==> src/rtl/sync_ram_pkg.sv <==
// Shared types and default parameter values for the sync_ram block.
package sync_ram_pkg;

    // Sweep state: CLEAR zero-fills the array, READY serves accesses.
    typedef enum logic {
        CLEAR = 1'b0,
        READY = 1'b1
    } state_e;

    localparam int DEF_DATA_W         = 16;
    localparam int DEF_ADDR_W         = 8;
    localparam int DEF_TAP_ADDR       = 'h30;
    localparam bit DEF_CLEAR_ON_RESET = 1'b1;

endpackage : sync_ram_pkg

==> src/rtl/sync_ram_clear_seq.sv <==
// Post-reset zero-fill sequencer: walks every word address once, one per
// cycle, and reports busy while the sweep is in progress.
module sync_ram_clear_seq
    import sync_ram_pkg::*;
#(
    parameter int ADDR_W         = DEF_ADDR_W,
    parameter bit CLEAR_ON_RESET = DEF_CLEAR_ON_RESET
) (
    input  logic              clk,
    input  logic              rst,
    output logic              busy_o,
    output logic [ADDR_W-1:0] clr_addr_o,
    output logic              clr_we_o
);

    localparam state_e RESET_STATE = CLEAR_ON_RESET ? CLEAR : READY;

    state_e          state_q;
    logic [ADDR_W:0] cnt_q;
    logic [ADDR_W:0] cnt_d;
    logic            busy_q;

    // The extra MSB of the counter marks "every address written", so the
    // sweep stops without ever wrapping back to address 0.
    assign cnt_d = cnt_q + {{ADDR_W{1'b0}}, 1'b1};

    // Sweep FSM: advance one address per cycle, drop busy on the edge that
    // writes the last address.
    always_ff @(posedge clk or posedge rst) begin
        if (rst) begin
            state_q <= RESET_STATE;
            cnt_q   <= '0;
            busy_q  <= CLEAR_ON_RESET;
        end else begin
            case (state_q)
                CLEAR: begin
                    cnt_q <= cnt_d;
                    if (cnt_d[ADDR_W]) begin
                        state_q <= READY;
                        busy_q  <= 1'b0;
                    end
                end
                READY: begin
                    busy_q <= 1'b0;
                end
            endcase
        end
    end

    assign busy_o     = busy_q;
    assign clr_we_o   = busy_q;
    assign clr_addr_o = cnt_q[ADDR_W-1:0];

endmodule : sync_ram_clear_seq

==> src/rtl/sync_ram.sv <==
// Single-port word RAM with byte enables, registered write-first read,
// optional zero-fill after reset and a combinational tap on one word.
module sync_ram
    import sync_ram_pkg::*;
#(
    parameter int DATA_W         = DEF_DATA_W,
    parameter int ADDR_W         = DEF_ADDR_W,
    parameter int TAP_ADDR       = DEF_TAP_ADDR,
    parameter bit CLEAR_ON_RESET = DEF_CLEAR_ON_RESET
) (
    input  logic                clk,
    input  logic                rst,
    input  logic                cs,
    input  logic                we,
    input  logic                re,
    input  logic [ADDR_W-1:0]   addr,
    input  logic [DATA_W-1:0]   data,
    input  logic [DATA_W/8-1:0] be,
    output logic [DATA_W-1:0]   q,
    output logic                q_valid,
    output logic                busy,
    output logic [DATA_W-1:0]   test
);

    localparam int              NB      = DATA_W / 8;
    localparam int              DEPTH   = 1 << ADDR_W;
    localparam logic [ADDR_W-1:0] TAP_IDX = ADDR_W'(TAP_ADDR);

    if ((DATA_W % 8) != 0 || DATA_W < 8) begin : g_bad_width
        $error("sync_ram: DATA_W must be a non-zero multiple of 8");
    end

    logic [DATA_W-1:0] mem_q [DEPTH];

    logic [DATA_W-1:0] rdata_q;
    logic              valid_q;

    logic              clr_busy;
    logic              clr_we;
    logic [ADDR_W-1:0] clr_addr;

    logic [DATA_W-1:0] old_word;
    logic [DATA_W-1:0] merged_word;
    logic              wr_en;
    logic              rd_en;

    sync_ram_clear_seq #(
        .ADDR_W         (ADDR_W),
        .CLEAR_ON_RESET (CLEAR_ON_RESET)
    ) u_clear_seq (
        .clk        (clk),
        .rst        (rst),
        .busy_o     (clr_busy),
        .clr_addr_o (clr_addr),
        .clr_we_o   (clr_we)
    );

    // While sweeping, the user port is fully disconnected from the array.
    assign wr_en = ~clr_busy & cs & we;
    assign rd_en = ~clr_busy & cs & re;

    assign old_word = mem_q[addr];

    // Byte merge: enabled lanes take new data, the rest keep the stored byte.
    // The same merged word feeds the read register, giving write-first reads.
    for (genvar gi = 0; gi < NB; gi++) begin : g_lane
        assign merged_word[8*gi +: 8] = be[gi] ? data[8*gi +: 8] : old_word[8*gi +: 8];
    end

    // Storage write port: sweep zeroes take priority, never reset directly.
    always_ff @(posedge clk) begin
        if (clr_we) begin
            mem_q[clr_addr] <= '0;
        end else if (wr_en) begin
            mem_q[addr] <= merged_word;
        end
    end

    // Read register: loads on a qualified read, otherwise holds; valid pulses.
    always_ff @(posedge clk or posedge rst) begin
        if (rst) begin
            rdata_q <= '0;
            valid_q <= 1'b0;
        end else begin
            valid_q <= rd_en;
            if (rd_en) begin
                rdata_q <= we ? merged_word : old_word;
            end
        end
    end

    assign q       = rdata_q;
    assign q_valid = valid_q;
    assign busy    = clr_busy;
    assign test    = mem_q[TAP_IDX];

endmodule : sync_ram
==> config.mk <==
export PLATFORM = sky130hd
export DESIGN_NAME = sync_ram
export DESIGN_NICKNAME = d
export VERILOG_FILES = /design/src/rtl/sync_ram_pkg.sv /design/src/rtl/sync_ram_clear_seq.sv /design/src/rtl/sync_ram.sv
export SDC_FILE = /design/constraint.sdc
export NUM_CORES = 2
export LEC_CHECK = 0
export CAP_MARGIN = 20
export CORE_ASPECT_RATIO = 1.75
export CORE_MARGIN = 3
export CORE_UTILIZATION = 38
export DETAILED_ROUTE_END_ITERATION = 6
export DONT_BUFFER_PORTS = 1
export GPL_TIMING_DRIVEN = 0
export PLACE_DENSITY_LB_ADDON = 0.08
export SYNTH_ARGS = -nofsm -noshare
export SYNTH_HDL_FRONTEND = slang
export SYNTH_SLANG_ARGS = --single-unit
==> constraint.sdc <==
create_clock -name clk -period 22.9 [get_ports clk]
set_input_delay 5.725 -clock clk [delete_from_list [all_inputs] [get_ports clk]]
set_output_delay 5.725 -clock clk [all_outputs]
set_load 0.005 [all_outputs]
### Word-level counts from Yosys, hierarchy flattened

Memory sizes are Yosys's and may differ from the RTL's.
Cells that the tools add are included.

| word-level totals | value |
|---|---|
| input port bits | 31 |
| bits in latches | 0 |
| flip-flop bits (word level) | 28 |
| logic and storage cells | 29 |
| memories kept | 1 |
| bits in writable memories | 4096 |
| memory bits (read-only) | 0 |
| output and inout bits | 34 |

Memory list:

| memory | depth | bits a word | rd ports | clocked after Yosys merged registers in | write ports | RTL line | text |
|---|---|---|---|---|---|---|---|
| mem_q | 256 | 16 | 2 | 0 | 1 | sync_ram.sv:33 | `logic [DATA_W-1:0] mem_q [DEPTH];` |

| operators by class | value |
|---|---|
| reduce and logical (&&, ||, !) cells | 1 |
| eq/ne operators | 1 |
| div/mod/pow operators | 0 |
| multiplexer cells | 15 |
| add/sub/neg operators | 1 |
| order comparisons | 0 |
| bitwise logic cells | 5 |
| multipliers | 0 |
| shift operators | 0 |

Operators with widths:

| kind | number |
|---|---|
| 16-bit 2-to-1 mux | 2 |
| 8-bit 2-to-1 mux | 3 |
| 16-bit OR reduction | 1 |
| 9-bit by 1-bit adder with 9-bit output (second input constant) | 1 |
| 1-bit 2-to-1 mux | 9 |
| 1-bit AND | 3 |
| 2-bit by 1-bit inequality test with 1-bit output (second input constant) | 1 |
| 1-bit inverter | 2 |
| 1-bit one-hot mux with 2 select lines | 1 |

### Logic depth before layout (Yosys ltp)

| logic depth | value |
|---|---|
| depth after elaboration | 8 |
| mapped depth | 15 |
| gate-level depth less buffers | 8 |

### Modules after synthesis

A second synthesis with hierarchy kept.

| unflattened totals | value |
|---|---|
| cells, all modules | 7193 |
| area total of the unflattened synthesis | 160058.5 um^2 |

Modules (own cells, without submodules):

| module | cells each | area an instance (um^2) | instances |
|---|---|---|---|
| sync_ram | 7147 | 159514.2 | 1 |
| sync_ram_clear_seq | 46 | 544.3 | 1 |

### Least setup slack after synthesis

OpenSTA, ideal clock, no wires.

| timing | value |
|---|---|
| path kind | input to register |
| start | input addr[0] |
| end | memory mem_q[0][3] in the netlist's numbering, data pin |
| stages on the path | 15 |
| slack | 6.835 ns |
| data required time | 21.327 ns |
| arrival | 14.491 ns |
| cells stage by stage | buf_6 -> buf_12 -> buf_12 -> buf_12 -> buf_8 -> buf_8 -> buf_12 -> mux2i_1 -> o221ai_1 -> a21oi_1 -> nor3_1 -> nand3_1 -> a211oi_2 -> nand3_1 -> a21oi_1 |

| between the ends | value |
|---|---|
| cells in the longest elaborated chain, start to end | 3 |

Ends and longest elaborated chain:

| element | RTL line | text |
|---|---|---|
| start: declaration | sync_ram.sv:16 | `input logic [ADDR_W-1:0] addr,` |
| memory 256 x 16 bit | - |  |
| 8-bit 2-to-1 mux | sync_ram.sv:67 | `assign merged_word[8*gi +: 8] = be[gi] ? data[8*gi +: 8] : old_word[8*gi +: 8];` |
| 16-bit 2-to-1 mux (no source line) | - |  |
| end: declaration | sync_ram.sv:33 |  |

Every way passes these cells.

### Final worst setup path

| timing | value |
|---|---|
| start | input addr[1] |
| end | memory mem_q[137][8] in the netlist's numbering, data pin |

The elaborated chain is that of the path after synthesis.

==> results by group <==
Layout
  – Share of layout cells above drive strength 1: 30.70%
  – Final nets: 8035
  – Synthesis-to-finish area growth: 17.96%

Yosys
  – Synth warn: 0
  – Flops & latches, synth: 4124
  – Post-Synth Simple-Gate Area: 2.046%
  – Largest family of logic cells by synthesized area: multiplexers
  – Number of synthesized flops with an enable pin: 4096
  – Syn Nets: 7255
  – Main synth FF type: edfxtp_1
  – Mux cell area share after synthesis: 15.75%
  – Post-Synth Adder-Cell Area: 0.007857%
  – Unique masters post-synth: 72
  – Syn avg cell area: 22.05 um2
  – Post-synthesis sequential area ratio: 77.68%
  – Post-synthesis compound-gate area fraction: 2.855%
  – Post-synth ARST share: 0.6790%
  – Post-Synth XOR/XNOR Area: 0.04400%
  – Mapped Cells: 7223
  – Synthesized cell area: 159200 um2

Clocking
  – Maximum clock insertion buffer count: 4
  – Setup Buffers After CTS: 0
  – CTS Sinks: 4124
  – CTS tree: yes
  – Cts hold-fix bufs: 0
  – CTS Buf Count: 391
  – Post-cts sizing count: 0
  – Clk Latency, worst-skew pair: 1100 ps
  – Clock Pin Slew Worst Setup and Hold Paths: 60 ps
  – Root buf cell: clkbuf_16
  – H-Tree Depth: 5

Route
  – DR DRC count: 1
  – Vias per inst: 6.294
  – Initial DRC count: 11990
  – TritonRoute pass-1 iters: 7
  – Routed len/inst: 50.97 um
  – Vias: 87357
  – Total Wirelength: 707.4 mm
  – Antenna Nets Post-Route: 0

Place
  – Post-DP HPWL: 508.7 mm
  – Gp weighted congestion: 1.032
  – IO buf count: 0

Worst setup path
  – Start point of the critical path: addr[1]
  – Data required, critical path: 23790 ps
  – Crit-path max FO: 35
  – RR Startpoint: mem_q[151][8]
  – WS Path Type: in2reg
  – CP dominant cell by count: buf_2
  – CP max stage delay: 1050 ps
  – Critical Path AT: 13840 ps
  – Critical path startpoint category: primary input
  – Crit end category: flip-flop
  – Critical-path top delay cell: nand3_1
  – Crit-path cells: buf_2 -> buf_4 -> buf_2 -> buf_2 -> buf_2 -> buf_2 -> mux4_2 -> a22oi_1 -> nand2_1 -> nand4_1 -> nand3_1 -> nand3b_1 -> a21oi_4 -> buf_16 -> buf_12 -> buf_12 -> buf_12 -> buf_12

GRT
  – GRT Util Overall: 33.00%
  – Total grt overflow: 0
  – Largest net degree at the start of global routing: 89
  – Number of global-route vias before repair: 86315
  – Antenna violations before repair: 79
  – First-pass GRT wire length: 900.8 mm

Timing
  – Setup Skew: 91.63 ps
  – Sum Neg Setup Slack: 0 ps
  – Fmax achieved: 77.22 MHz
  – RSZ-0062 raised after global routing: no
  – Worst Tran Pin Value: 1373 ps
  – Final hold vios: 0
  – Fin crit share: 56.55%
  – Setup-failing EPs final: 0
  – Slew headroom: 8.450%
  – Pins Over Slew Limit: 0
  – Final critical-path required period: 12950 ps

Worst hold path
  – Hold path start: q[5]
  – Type of the tightest min-delay check: reg2reg

Power
  – Leakage: 59.18 nW
  – Max VDD drop: 66.87 uV
  – Pwr per Cell Area: 85.70 nW/um2
  – Total Power: 0.01610 W

Status
  – Status: complete, but fails checks
  – Failing checks: design-rule violations

Floorplanning
  – Row count: 313
  – Die height: 862.4 um
  – Initial Utilization: 38.25%
  – Die W: 495.3 um
  – Core ar.: 416300 um2
  – Die area: 427200 um2
  – Number of I/O pins: 65

Run
  – Maxcap violations: 0
## flip-flops by register name (all words and copies together), names as in the netlist
| name | flops |
|---|---|
| mem_q | 4096 |
| u_clear_seq.cnt_q | 9 |
| q | 16 |
| u_clear_seq.state_q | 1 |
| q_valid | 1 |
| u_clear_seq.busy_o | 1 |
## layer usage
layer  vias to the layer above  GRT usage [%]  wire (um)
li1                      32203              -          -
met1                     48128          36.73     234800
met2                      5341          53.62     342900
met3                      1663          7.865      57920
met4                        22          27.42      71660
met5                         -         0.2514        202
## cells by family after synthesis
family / count (synthesis)
and+or+nand+nor: 743
xor gates and xnor gates: 8
AOI/OAI and AO/OA: 659
adders and majority gates: 1
muxes: 1259
DFF: 4124
buffers and inverters: 429
## worst max-delay path: cells and delay by family
kind	cells	cell delay, ps
buffers and inverters	11	4550
multiplexers	1	320
AND/OR/NAND/NOR	4	2210
AO/OA/AOI/OAI	2	640
## cells in the final DEF, fill, tap and decap left out, drive strengths merged, types with 8 or more instances in the layout
cell	synthesis	final
and2	18	18
nand3	75	75
nor3	27	27
a22oi	161	161
buf	258	644
o31ai	8	8
a21oi	150	150
nor2	310	310
a221oi	22	22
o22ai	49	49
mux4	995	995
a211oi	37	37
or3	10	10
nand2	208	208
nand2b	15	15
clkinv	0	174
o221ai	61	61
a31oi	21	21
o211ai	10	10
a2111oi	11	11
bufinv	0	39
a211o	11	11
diode	0	56
and3	8	8
dfrtp	27	27
inv	14	22
o21ai	62	62
mux2i	244	244
clkinvlp	0	9
clkbuf	157	630
mux2	20	20
nor2b	29	29
nand3b	13	13
edfxtp	4096	4096
o41ai	9	9
nand4	13	13
## cell type report
type	instances	area (um2)
clock buffers	472	10280
clock inverters	230	2173
repair buffers	387	7402
diodes	56	140.1
multi-input cells	2670	34570
well taps	5512	6897
plain buffers	415	2625
fillers	35051	228500
flip-flops and latches	4124	123700
inverters	14	52.55
## metrics by stage
stage | hold WS, ps | cells | setup slack, ps | utilization (%) | cell area, um2
CTS | 542.4 | 13814 | 10140 | 45.06 | 187600
finish | 547.5 | 13880 | 9950 | 45.12 | 187800
global route | 576.0 | 13838 | 10180 | 45.10 | 187700
detailed placement | 532.8 | 13112 | 9072 | 42.07 | 175100
floorplan | 505.1 | 7223 | 6835 | - | 159200
global placement | 528.4 | 12735 | -10340 | 39.91 | 166100
## final timing paths
path                                       end  slack, ps  depth (start not counted)
setup / recovery                 mem_q[137][8]       9950                         18
hold / removal                            q[5]        550                          1
setup reg to reg                 mem_q[137][8]      17310                         13
hold reg to reg                           q[5]        550                          1
max in group asynchronous  u_clear_seq.state_q      17670                          1
min in group asynchronous                q[11]       4680                          1
## cell usage after synthesis (12+ instances only)
library cell | n | area (um2)
a21oi_1 | 150 | 750.7
a221oi_1 | 21 | 183.9
nand4_1 | 13 | 81.33
o221ai_1 | 61 | 534.3
buf_1 | 27 | 101.4
and2_1 | 17 | 106.4
nor2b_1 | 29 | 181.4
nor2_1 | 310 | 1164
nand2b_1 | 15 | 93.84
edfxtp_1 | 4096 | 123000
nand3b_1 | 13 | 97.59
nor3_1 | 27 | 135.1
a22oi_1 | 161 | 1209
o21ai_0 | 54 | 270.3
mux2_2 | 20 | 225.2
mux2i_1 | 244 | 2442
buf_4 | 66 | 495.5
dfrtp_1 | 27 | 675.7
clkbuf_1 | 157 | 589.3
a31oi_1 | 21 | 131.4
o22ai_1 | 49 | 306.5
inv_1 | 14 | 52.55
buf_8 | 12 | 180.2
buf_6 | 46 | 518.0
buf_2 | 100 | 500.5
mux4_2 | 995 | 22410
nand2_1 | 208 | 780.8
a211oi_1 | 36 | 270.3
nand3_1 | 75 | 375.4
## where the power goes
part / total, W / switching [W] / internal (W)
logic: 0.00118 / 0.000850 / 0.000328
registers: 0.00832 / 0.00000547 / 0.00831
clock network: 0.00660 / 0.00297 / 0.00363
No activity file was read; power rests on OpenSTA's default activity.
